===== config.mk =====
export PLATFORM = sky130hd
export DESIGN_NAME = multicycle_ctrl
export DESIGN_NICKNAME = d
export VERILOG_FILES = /design/src/rtl/riscv_ctrl_pkg.sv /design/src/rtl/multicycle_ctrl_alu_decoder.sv /design/src/rtl/multicycle_ctrl.sv
export SDC_FILE = /design/constraint.sdc
export NUM_CORES = 1
export LEC_CHECK = 0
export CAP_MARGIN = 20
export CORE_MARGIN = 5
export CORE_UTILIZATION = 36
export CTS_BUF_LIST = sky130_fd_sc_hd__clkbuf_4
export DETAILED_ROUTE_END_ITERATION = 8
export PLACE_DENSITY = 0.84
export SYNTH_ARGS = -nofsm -noshare
export SYNTH_HDL_FRONTEND = slang
export SYNTH_SLANG_ARGS = --single-unit

===== constraint.sdc =====
create_clock -name CLK -period 1.25 [get_ports CLK]
set_input_delay 0.125 -clock CLK [delete_from_list [all_inputs] [get_ports CLK]]
set_output_delay 0.125 -clock CLK [all_outputs]
set_load 0.02 [all_outputs]

===== src/rtl/riscv_ctrl_pkg.sv =====
// Shared constants for the multicycle RV32I control path: opcodes, ALU encodings,
// FSM states and datapath select codes.
package riscv_ctrl_pkg;

    localparam logic [6:0] OP_LOAD   = 7'b0000011;
    localparam logic [6:0] OP_STORE  = 7'b0100011;
    localparam logic [6:0] OP_R      = 7'b0110011;
    localparam logic [6:0] OP_IMM    = 7'b0010011;
    localparam logic [6:0] OP_BRANCH = 7'b1100011;
    localparam logic [6:0] OP_JAL    = 7'b1101111;
    localparam logic [6:0] OP_JALR   = 7'b1100111;
    localparam logic [6:0] OP_LUI    = 7'b0110111;
    localparam logic [6:0] OP_AUIPC  = 7'b0010111;

    localparam logic [3:0] ALU_ADD  = 4'b0000;
    localparam logic [3:0] ALU_SUB  = 4'b0001;
    localparam logic [3:0] ALU_AND  = 4'b0100;
    localparam logic [3:0] ALU_OR   = 4'b0101;
    localparam logic [3:0] ALU_XOR  = 4'b0110;
    localparam logic [3:0] ALU_SLT  = 4'b1000;
    localparam logic [3:0] ALU_SLTU = 4'b1001;
    localparam logic [3:0] ALU_SLL  = 4'b1110;
    localparam logic [3:0] ALU_SRL  = 4'b1101;
    localparam logic [3:0] ALU_SRA  = 4'b1111;

    localparam logic [1:0] SRCA_PC    = 2'b00;
    localparam logic [1:0] SRCA_OLDPC = 2'b01;
    localparam logic [1:0] SRCA_REG   = 2'b10;
    localparam logic [1:0] SRCA_ZERO  = 2'b11;

    localparam logic [1:0] SRCB_REG  = 2'b00;
    localparam logic [1:0] SRCB_IMM  = 2'b01;
    localparam logic [1:0] SRCB_FOUR = 2'b10;

    localparam logic [1:0] RES_ALUOUT = 2'b00;
    localparam logic [1:0] RES_DATA   = 2'b01;
    localparam logic [1:0] RES_ALU    = 2'b10;

    localparam logic [2:0] IMM_I = 3'b000;
    localparam logic [2:0] IMM_S = 3'b001;
    localparam logic [2:0] IMM_B = 3'b010;
    localparam logic [2:0] IMM_U = 3'b011;
    localparam logic [2:0] IMM_J = 3'b100;

    typedef enum logic [3:0] {
        FETCH    = 4'd0,
        DECODE   = 4'd1,
        MEMADR   = 4'd2,
        MEMREAD  = 4'd3,
        MEMWB    = 4'd4,
        MEMWRITE = 4'd5,
        EXEC_R   = 4'd6,
        EXEC_I   = 4'd7,
        ALUWB    = 4'd8,
        BRANCH   = 4'd9,
        JAL      = 4'd10,
        JALR_ADR = 4'd11,
        JALR_PC  = 4'd12,
        UPPER    = 4'd13,
        TRAP     = 4'd15
    } state_e;

    // Which ALU decode applies in the current state; everything else just adds.
    typedef enum logic [1:0] {
        CLS_ADD,
        CLS_R,
        CLS_I,
        CLS_BRANCH
    } alu_class_e;

    function automatic logic [3:0] alu_arith(input logic [2:0] f3, input logic alt_sub,
                                             input logic alt_sra);
        case (f3)
            3'b000:  return alt_sub ? ALU_SUB : ALU_ADD;
            3'b001:  return ALU_SLL;
            3'b010:  return ALU_SLT;
            3'b011:  return ALU_SLTU;
            3'b100:  return ALU_XOR;
            3'b101:  return alt_sra ? ALU_SRA : ALU_SRL;
            3'b110:  return ALU_OR;
            default: return ALU_AND;
        endcase
    endfunction

    function automatic logic [2:0] imm_src_of(input logic [6:0] op);
        case (op)
            OP_STORE:          return IMM_S;
            OP_BRANCH:         return IMM_B;
            OP_LUI, OP_AUIPC:  return IMM_U;
            OP_JAL:            return IMM_J;
            default:           return IMM_I;
        endcase
    endfunction

endpackage


===== src/rtl/multicycle_ctrl_alu_decoder.sv =====
// ALU operation decode from op/f3/f7 for the active state class, plus the
// illegal-encoding flag used by DECODE.
module alu_decoder
    import riscv_ctrl_pkg::*;
(
    input  logic [6:0]  op,
    input  logic [2:0]  f3,
    input  logic [6:0]  f7,
    input  alu_class_e  cls,
    output logic [3:0]  alu_control,
    output logic        illegal_enc
);

    logic f7_zero;
    logic f7_alt;

    assign f7_zero = (f7 == 7'b0000000);
    assign f7_alt  = (f7 == 7'b0100000);

    // NOTE: every output of a combinational block gets a default first, so no path can infer a latch.
    always_comb begin
        illegal_enc = 1'b0;
        case (op)
            OP_R:      illegal_enc = !(f7_zero || (f7_alt && (f3 == 3'b000 || f3 == 3'b101)));
            OP_IMM: begin
                if (f3 == 3'b001)
                    illegal_enc = !f7_zero;
                else if (f3 == 3'b101)
                    illegal_enc = !(f7_zero || f7_alt);
            end
            OP_BRANCH: illegal_enc = (f3[2:1] == 2'b01);
            OP_LOAD, OP_STORE, OP_JAL, OP_JALR, OP_LUI, OP_AUIPC: ;
            default:   illegal_enc = 1'b1;
        endcase
    end

    always_comb begin
        alu_control = ALU_ADD;
        case (cls)
            CLS_R:  alu_control = alu_arith(f3, f7_alt, f7_alt);
            // OP-IMM f3=000 carries immediate bits in f7, so it never selects sub.
            CLS_I:  alu_control = alu_arith(f3, 1'b0, f7_alt);
            CLS_BRANCH: begin
                case (f3[2:1])
                    2'b10:   alu_control = ALU_SLT;
                    2'b11:   alu_control = ALU_SLTU;
                    default: alu_control = ALU_SUB;
                endcase
            end
            default: ;
        endcase
    end

endmodule


===== src/rtl/multicycle_ctrl.sv =====
// Multicycle RV32I control FSM. Define MEM_WAIT_EN to let FETCH, MEMREAD and
// MEMWRITE stall on mem_ready; otherwise every memory state takes one cycle.
module multicycle_ctrl
    import riscv_ctrl_pkg::*;
(
    input  logic        CLK,
    input  logic        reset,
    input  logic [6:0]  op,
    input  logic [2:0]  f3,
    input  logic [6:0]  f7,
    input  logic        ZERO,
    input  logic        mem_ready,
    output logic        PC_WRITE,
    output logic        ADR_SRC,
    output logic        MEM_WRITE,
    output logic        IR_WRITE,
    output logic [1:0]  RES_SRC,
    output logic [1:0]  ALU_SRC_A,
    output logic [1:0]  ALU_SRC_B,
    output logic [3:0]  ALU_CONTROL,
    output logic [2:0]  IMM_SRC,
    output logic        REG_WRITE,
    output logic        retire,
    output logic        illegal,
    output logic [3:0]  state
);

    state_e     cur;
    alu_class_e cls;
    logic       bad_enc;
    logic       mem_done;
    logic       taken;

`ifdef MEM_WAIT_EN
    assign mem_done = mem_ready;
`else
    logic unused_mem_ready;
    assign unused_mem_ready = mem_ready;
    assign mem_done         = 1'b1;
`endif

    alu_decoder u_alu_decoder (
        .op          (op),
        .f3          (f3),
        .f7          (f7),
        .cls         (cls),
        .alu_control (ALU_CONTROL),
        .illegal_enc (bad_enc)
    );

    // beq/bge/bgeu take on ZERO=1; bne/blt/bltu take on ZERO=0.
    assign taken = f3[2] ? (ZERO == f3[0]) : (ZERO != f3[0]);

    // NOTE: state is updated with non-blocking assignments so every reader sees the pre-edge value.
    always_ff @(posedge CLK) begin
        if (reset) begin
            cur <= FETCH;
        end else begin
            case (cur)
                FETCH:    if (mem_done) cur <= DECODE;
                DECODE: begin
                    if (bad_enc) cur <= TRAP;
                    else begin
                        case (op)
                            OP_LOAD, OP_STORE: cur <= MEMADR;
                            OP_R:              cur <= EXEC_R;
                            OP_IMM:            cur <= EXEC_I;
                            OP_BRANCH:         cur <= BRANCH;
                            OP_JAL:            cur <= JAL;
                            OP_JALR:           cur <= JALR_ADR;
                            OP_LUI, OP_AUIPC:  cur <= UPPER;
                            default:           cur <= TRAP;
                        endcase
                    end
                end
                MEMADR:   cur <= (op == OP_LOAD) ? MEMREAD : MEMWRITE;
                MEMREAD:  if (mem_done) cur <= MEMWB;
                MEMWRITE: if (mem_done) cur <= FETCH;
                EXEC_R, EXEC_I, JAL, JALR_PC, UPPER: cur <= ALUWB;
                JALR_ADR: cur <= JALR_PC;
                MEMWB, ALUWB, BRANCH: cur <= FETCH;
                TRAP:     cur <= TRAP;
                default:  cur <= FETCH;
            endcase
        end
    end

    always_comb begin
        PC_WRITE  = 1'b0;
        ADR_SRC   = 1'b0;
        MEM_WRITE = 1'b0;
        IR_WRITE  = 1'b0;
        REG_WRITE = 1'b0;
        retire    = 1'b0;
        RES_SRC   = RES_ALUOUT;
        ALU_SRC_A = SRCA_PC;
        ALU_SRC_B = SRCB_REG;
        cls       = CLS_ADD;
        case (cur)
            FETCH: begin
                IR_WRITE  = mem_done;
                PC_WRITE  = mem_done;
                ALU_SRC_B = SRCB_FOUR;
                RES_SRC   = RES_ALU;
            end
            DECODE: begin
                ALU_SRC_A = SRCA_OLDPC;
                ALU_SRC_B = SRCB_IMM;
            end
            MEMADR, JALR_ADR: begin
                ALU_SRC_A = SRCA_REG;
                ALU_SRC_B = SRCB_IMM;
            end
            MEMREAD:  ADR_SRC = 1'b1;
            MEMWB: begin
                RES_SRC   = RES_DATA;
                REG_WRITE = 1'b1;
                retire    = 1'b1;
            end
            MEMWRITE: begin
                ADR_SRC   = 1'b1;
                MEM_WRITE = 1'b1;
                retire    = mem_done;
            end
            EXEC_R: begin
                ALU_SRC_A = SRCA_REG;
                cls       = CLS_R;
            end
            EXEC_I: begin
                ALU_SRC_A = SRCA_REG;
                ALU_SRC_B = SRCB_IMM;
                cls       = CLS_I;
            end
            ALUWB: begin
                REG_WRITE = 1'b1;
                retire    = 1'b1;
            end
            BRANCH: begin
                ALU_SRC_A = SRCA_REG;
                cls       = CLS_BRANCH;
                PC_WRITE  = taken;
                retire    = 1'b1;
            end
            JAL, JALR_PC: begin
                PC_WRITE  = 1'b1;
                ALU_SRC_A = SRCA_OLDPC;
                ALU_SRC_B = SRCB_FOUR;
            end
            UPPER: begin
                ALU_SRC_A = (op == OP_LUI) ? SRCA_ZERO : SRCA_OLDPC;
                ALU_SRC_B = SRCB_IMM;
            end
            default: ;
        endcase
        // Reset must suppress writes in the very cycle it is raised, not one edge later.
        if (reset) begin
            PC_WRITE  = 1'b0;
            IR_WRITE  = 1'b0;
            MEM_WRITE = 1'b0;
            REG_WRITE = 1'b0;
            retire    = 1'b0;
        end
    end

    assign IMM_SRC = imm_src_of(op);
    assign illegal = (cur == TRAP) && !reset;
    assign state   = cur;

endmodule

==> impl_results.md, run 1 <==
* Status: did not finish
* Halt Stage: global routing (5_1_grt)
* Error: [ERROR DPL-0038] Utilization greater than 100%, impossible to legalize
* DP Wirelength at 2.536 mm
* Netlist Area Pre-Place at 813.3 um2
* CTS Buf Count at 3
* Async SR Flop Fraction at 0%
* Top Ports at 45
* RePlAce Congestion at 0.8613
* Largest area contributor in the netlist: dfxtp_1
* Largest net degree at the start of global routing at 9
* Die height at 57.53 um
* Post-synth EDFFs at 0
* I/O Buffers at 43
* Top post-synthesis cells by area: dfxtp_1, nor2_1, a21oi_1
* Cells after Synth at 121
* Cell Area, Placed at 0.001619 mm2
* Starting density of the core at 37.12%
* Share of the synthesized area in the top cell type at 9.846%
* Root Buffer: clkbuf_4
* H-tree depth at 1
* Worst Endpoint after GRT Repair: ALU_SRC_A[1]
* Syn Nets at 142
* Die width at 57.53 um
* Synth warn at 0
* CTS sink cnt at 4
* Yosys cell types at 44
* Number of synthesized register bits at 4
* Row count at 17
* Worst EP Category: output port
* Leading register cell type out of synthesis: dfxtp_1
* Dpl ws at -1.006 ns
* Register area share after synthesis at 9.846%
* Clk buf depth at 2
* Average size of a mapped cell at 6.721 um2
## synthesized netlist by cell type, drive strengths merged, types with 2 or more instances
cell type / instances
nand2: 8
nor2: 15
and3: 2
a211oi: 3
or3: 3
nand4: 2
buf: 5
o21ai: 7
nand3: 6
nor4: 6
nor2b: 2
nand2b: 2
o211ai: 2
xnor2: 5
and2: 4
a31oi: 3
a21oi: 9
inv: 7
dfxtp: 4
nor3: 6
clkbuf: 3
o21a: 2
## per-stage QoR
step | std cells | hold slack [ns] | setup TNS, ns | utilization (%)
after floorplan | 121 | 0.2803 | -1.437 | -
after global placement | 225 | 0.6380 | -13.52 | 73.90
after detailed placement | 225 | 0.6447 | -14.25 | 73.90
after CTS | 237 | 0.5182 | -4.370 | 85.49
## logic make-up after synthesis
| kind of cell | share of synthesized area (%) |
|---|---|
| flops | 9.847 |
| simple gates | 41.54 |
| buf+inv | 14.15 |
| compound gates | 26.62 |
| xor+xnor | 6.461 |
| mux | 1.385 |
## timing repair
item	in CTS
hold buffers	0
setup buffers	8
pin swaps	24
resized for setup	180
cloned	1
setup endpoints to repair	28
==> run 2, diff against run 1 <==
CORE_AREA = 5 5 66 68   (was unset)
CORE_MARGIN = unset   (was 5)
CORE_UTILIZATION = unset   (was 36)
CTS_BUF_LIST = unset   (was sky130_fd_sc_hd__clkbuf_4)
DIE_AREA = 0 0 71 73   (was unset)
PLACE_DENSITY = unset   (was 0.84)
PLACE_DENSITY_LB_ADDON = 0.15   (was unset)
clock period = 1.62 ns   (was 1.25 ns; I/O delays follow)
==> run 2 against run 1 <==
Effect of this change: the flow now finishes without violations; synthesized area is the same; synthesized cell count is the same.
==> impl_results.md, run 2 <==
* DP Wirelength at 2.700 mm (+6.5%)
* I/O Buffers at 43 (unchanged)
* Vias per cell at 4.755
* Starting density of the core at 21.41% (-16 points)
* Critical path fanouts, max at 5
* Setup CP Type: reg2out
* GRT Resource Usage Total at 12.91%
* Fin crit share at 99.31%
* Share of the synthesized area in the top cell type at 9.846% (unchanged)
* Yosys cell types at 44 (unchanged)
* CP Buf/Inv Count at 2
* # DRC at 0
* Largest net degree at the start of global routing at 10
* Worst hold stages at 4
* Setup violators final at 0
* FF-to-FF Start: state[3]
* CTS Buf Count at 3 (unchanged)
* Die width at 71 um (+23%)
* Syn Nets at 142 (unchanged)
* Nets at 234
* Leading register cell type out of synthesis: dfxtp_1
* Unrepaired setup endpoints after global routing: true
* Root Buffer: clkbuf_8
* Grt ovf at 0
* Post-DRT Antenna Nets at 0
* Worst-path clk slew at 0.03 ns
* Largest register FFs at 4
* RR Endpoint: state[1]
* Pwr dens at 1296 mW/mm2
* Dpl ws at -0.7059 ns (+0.3006 ns)
* Row count at 23 (+6)
* CP cell instances: inv_4, nand4_1, o41ai_4, nand3_1, o21ai_1, buf_4
* Average size of a mapped cell at 6.721 um2 (unchanged)
* CP Capture Type: primary output
* Crit path from: state[1]
* CTS tree: built
* Final worst slack at 0.01125 ns
* Levels on crit path at 6
* Worst Skew at 0.002173 ns
* DR vias at 1241
* Top Ports at 45 (unchanged)
* Tmin final at 1.609 ns
* Largest area contributor in the netlist: dfxtp_1
* Worst slew margin at 77.36%
* Slew Viols, Final at 0
* Reg2reg setup slack at 0.04 ns
* Worst min-delay path category: in2reg
* Worst EP arrival at 1.45 ns
* Final hold vios at 0
* Global-route wire length before repair at 5.506 mm
* Register area share after synthesis at 9.846% (unchanged)
* Vias in the first global route at 1248
* Most frequent cell after synthesis: nor2_1
* CP max stage delay at 0.35 ns
* H-tree depth at 1 (unchanged)
* Crit-path slowest cell: dfxtp_4
* Top cell family by delay on the critical path: compound AO/OA/AOI/OAI gates
* RePlAce Congestion at 0.8435 (-2.1%)
* Clk_lat worst skew at 0.23 ns
* Status: finished, final reports clean
* Layout cell share with drive strength beyond 1 at 54.03%
* Synth warn at 0 (unchanged)
* Initial antenna violation count at 0
* Leak at 0.8083 nW
* Most frequent cells after synthesis: nor2_1, a21oi_1, nand2_1, o21ai_0
* Maximum vdd ir drop at 353.4 uV
* P&R area growth vs syn at 121.8%
* Clk buf depth at 2 (unchanged)
* Max_cap viols at 0
* Post-synth EDFFs at 0 (unchanged)
* Netlist Area Pre-Place at 813.3 um2 (unchanged)
* FMAX at 621.6 MHz
* Number of synthesized register bits at 4 (unchanged)
* Async SR Flop Fraction at 0% (unchanged)
* CP Data Required Time at 1.46 ns
* Reg2reg path depth at 7
* CTS Hold Bufs at 0 (unchanged)
* CP endpoint: ALU_SRC_A[1]
* Routed len/inst at 13.07 um
* Core ar. at 0.003799 mm2
* CTS sink cnt at 4 (unchanged)
* Most frequent cells in the layout: buf_4, nor2_1, clkdlybuf4s50_1, buf_6, a21oi_1
* CP Launch Type: flop
* Top post-synthesis cells by area: dfxtp_1, nor2_1, a21oi_1
* ANT cells at 0
* Commonest non-fill, non-tap cell in the layout: buf_4
* Die height at 73 um (+27%)
* Die ar. at 0.005183 mm2
* Fin util at 47.50%
* Iter 0 DRT Violations at 37
* Cells after Synth at 121 (unchanged)
* Pre-antenna DRT Iters at 4
* Actual slew at the worst max-slew pin at 0.3353 ns
* Final wirelength at 3.410 mm
## run 2: logic make-up after synthesis
| kind of cell | synth area share [%] |
|---|---|
| AO/OA/AOI/OAI | 26.62 |
| buffers and inverters | 14.15 |
| AND/OR/NAND/NOR | 41.54 |
| XOR/XNOR | 6.461 |
| multiplexers | 1.385 |
| flip-flops | 9.847 |
## run 2: worst min path at each step
stage | start | to
floorplan | op[2] | state[2]
global placement | state[1] | state[2]
detailed placement | state[0] | state[2]
CTS | op[2] | state[2]
global route | op[2] | state[2]
finish | op[2] | state[2]
## run 2: worst min-delay path: stages
cell and delay, ns:
dlygate4sd2_1 0.21, buf_4 0.13, or3_1 0.11, a31oi_1 0.08
## run 2: power by group
group	switching [mW]	internal, mW
combinational	0.929	0.968
clock	0.0620	0.159
sequential	0.0722	0.149
## run 2: per-stage QoR
| stage | cells | TNS [ns] | power (mW) | hold WS, ns | cell area (um2) |
|---|---|---|---|---|---|
| after CTS | 256 | -0.1160 | 2.120 | 0.5336 | 1645 |
| after floorplan | 121 | 0 | 1.080 | 0.3507 | 842.1 |
| final | 261 | 0 | 2.339 | 0.5315 | 1804 |
| after global routing | 261 | -0.3050 | 2.508 | 0.5862 | 1804 |
| after global placement | 252 | -6.731 | 1.938 | 0.7170 | 1599 |
| after detailed placement | 252 | -7.056 | 1.957 | 0.7409 | 1599 |
## run 2: metal layers
layer	wire [um]	up-vias	GRT usage (%)	share of wire, %
met1	1397	570	15.91	41
met5	0	-	0	0
met3	176	7	2.204	5.2
met2	1773	37	23.07	52
li1	-	627	-	-
met4	63	0	3.549	1.8
## run 2: layout make-up
type / count / area (um2)
Fill cell: 420 / 1994
Timing Repair Buffer: 96 / 800.8
Multi-Input combinational cell: 101 / 782.0
Sequential cell: 4 / 88.84
Tap cell: 50 / 62.56
Clock buffer: 3 / 41.29
Inverter: 7 / 28.78
## run 2: timing repair
action | in CTS | in global routing
pin swaps | 8 | 23
setup endpoints to repair | 24 | 21
gates resized for setup | 96 | 47
buffers inserted | 1 | 5
No activity file was read; power rests on OpenSTA's default activity.
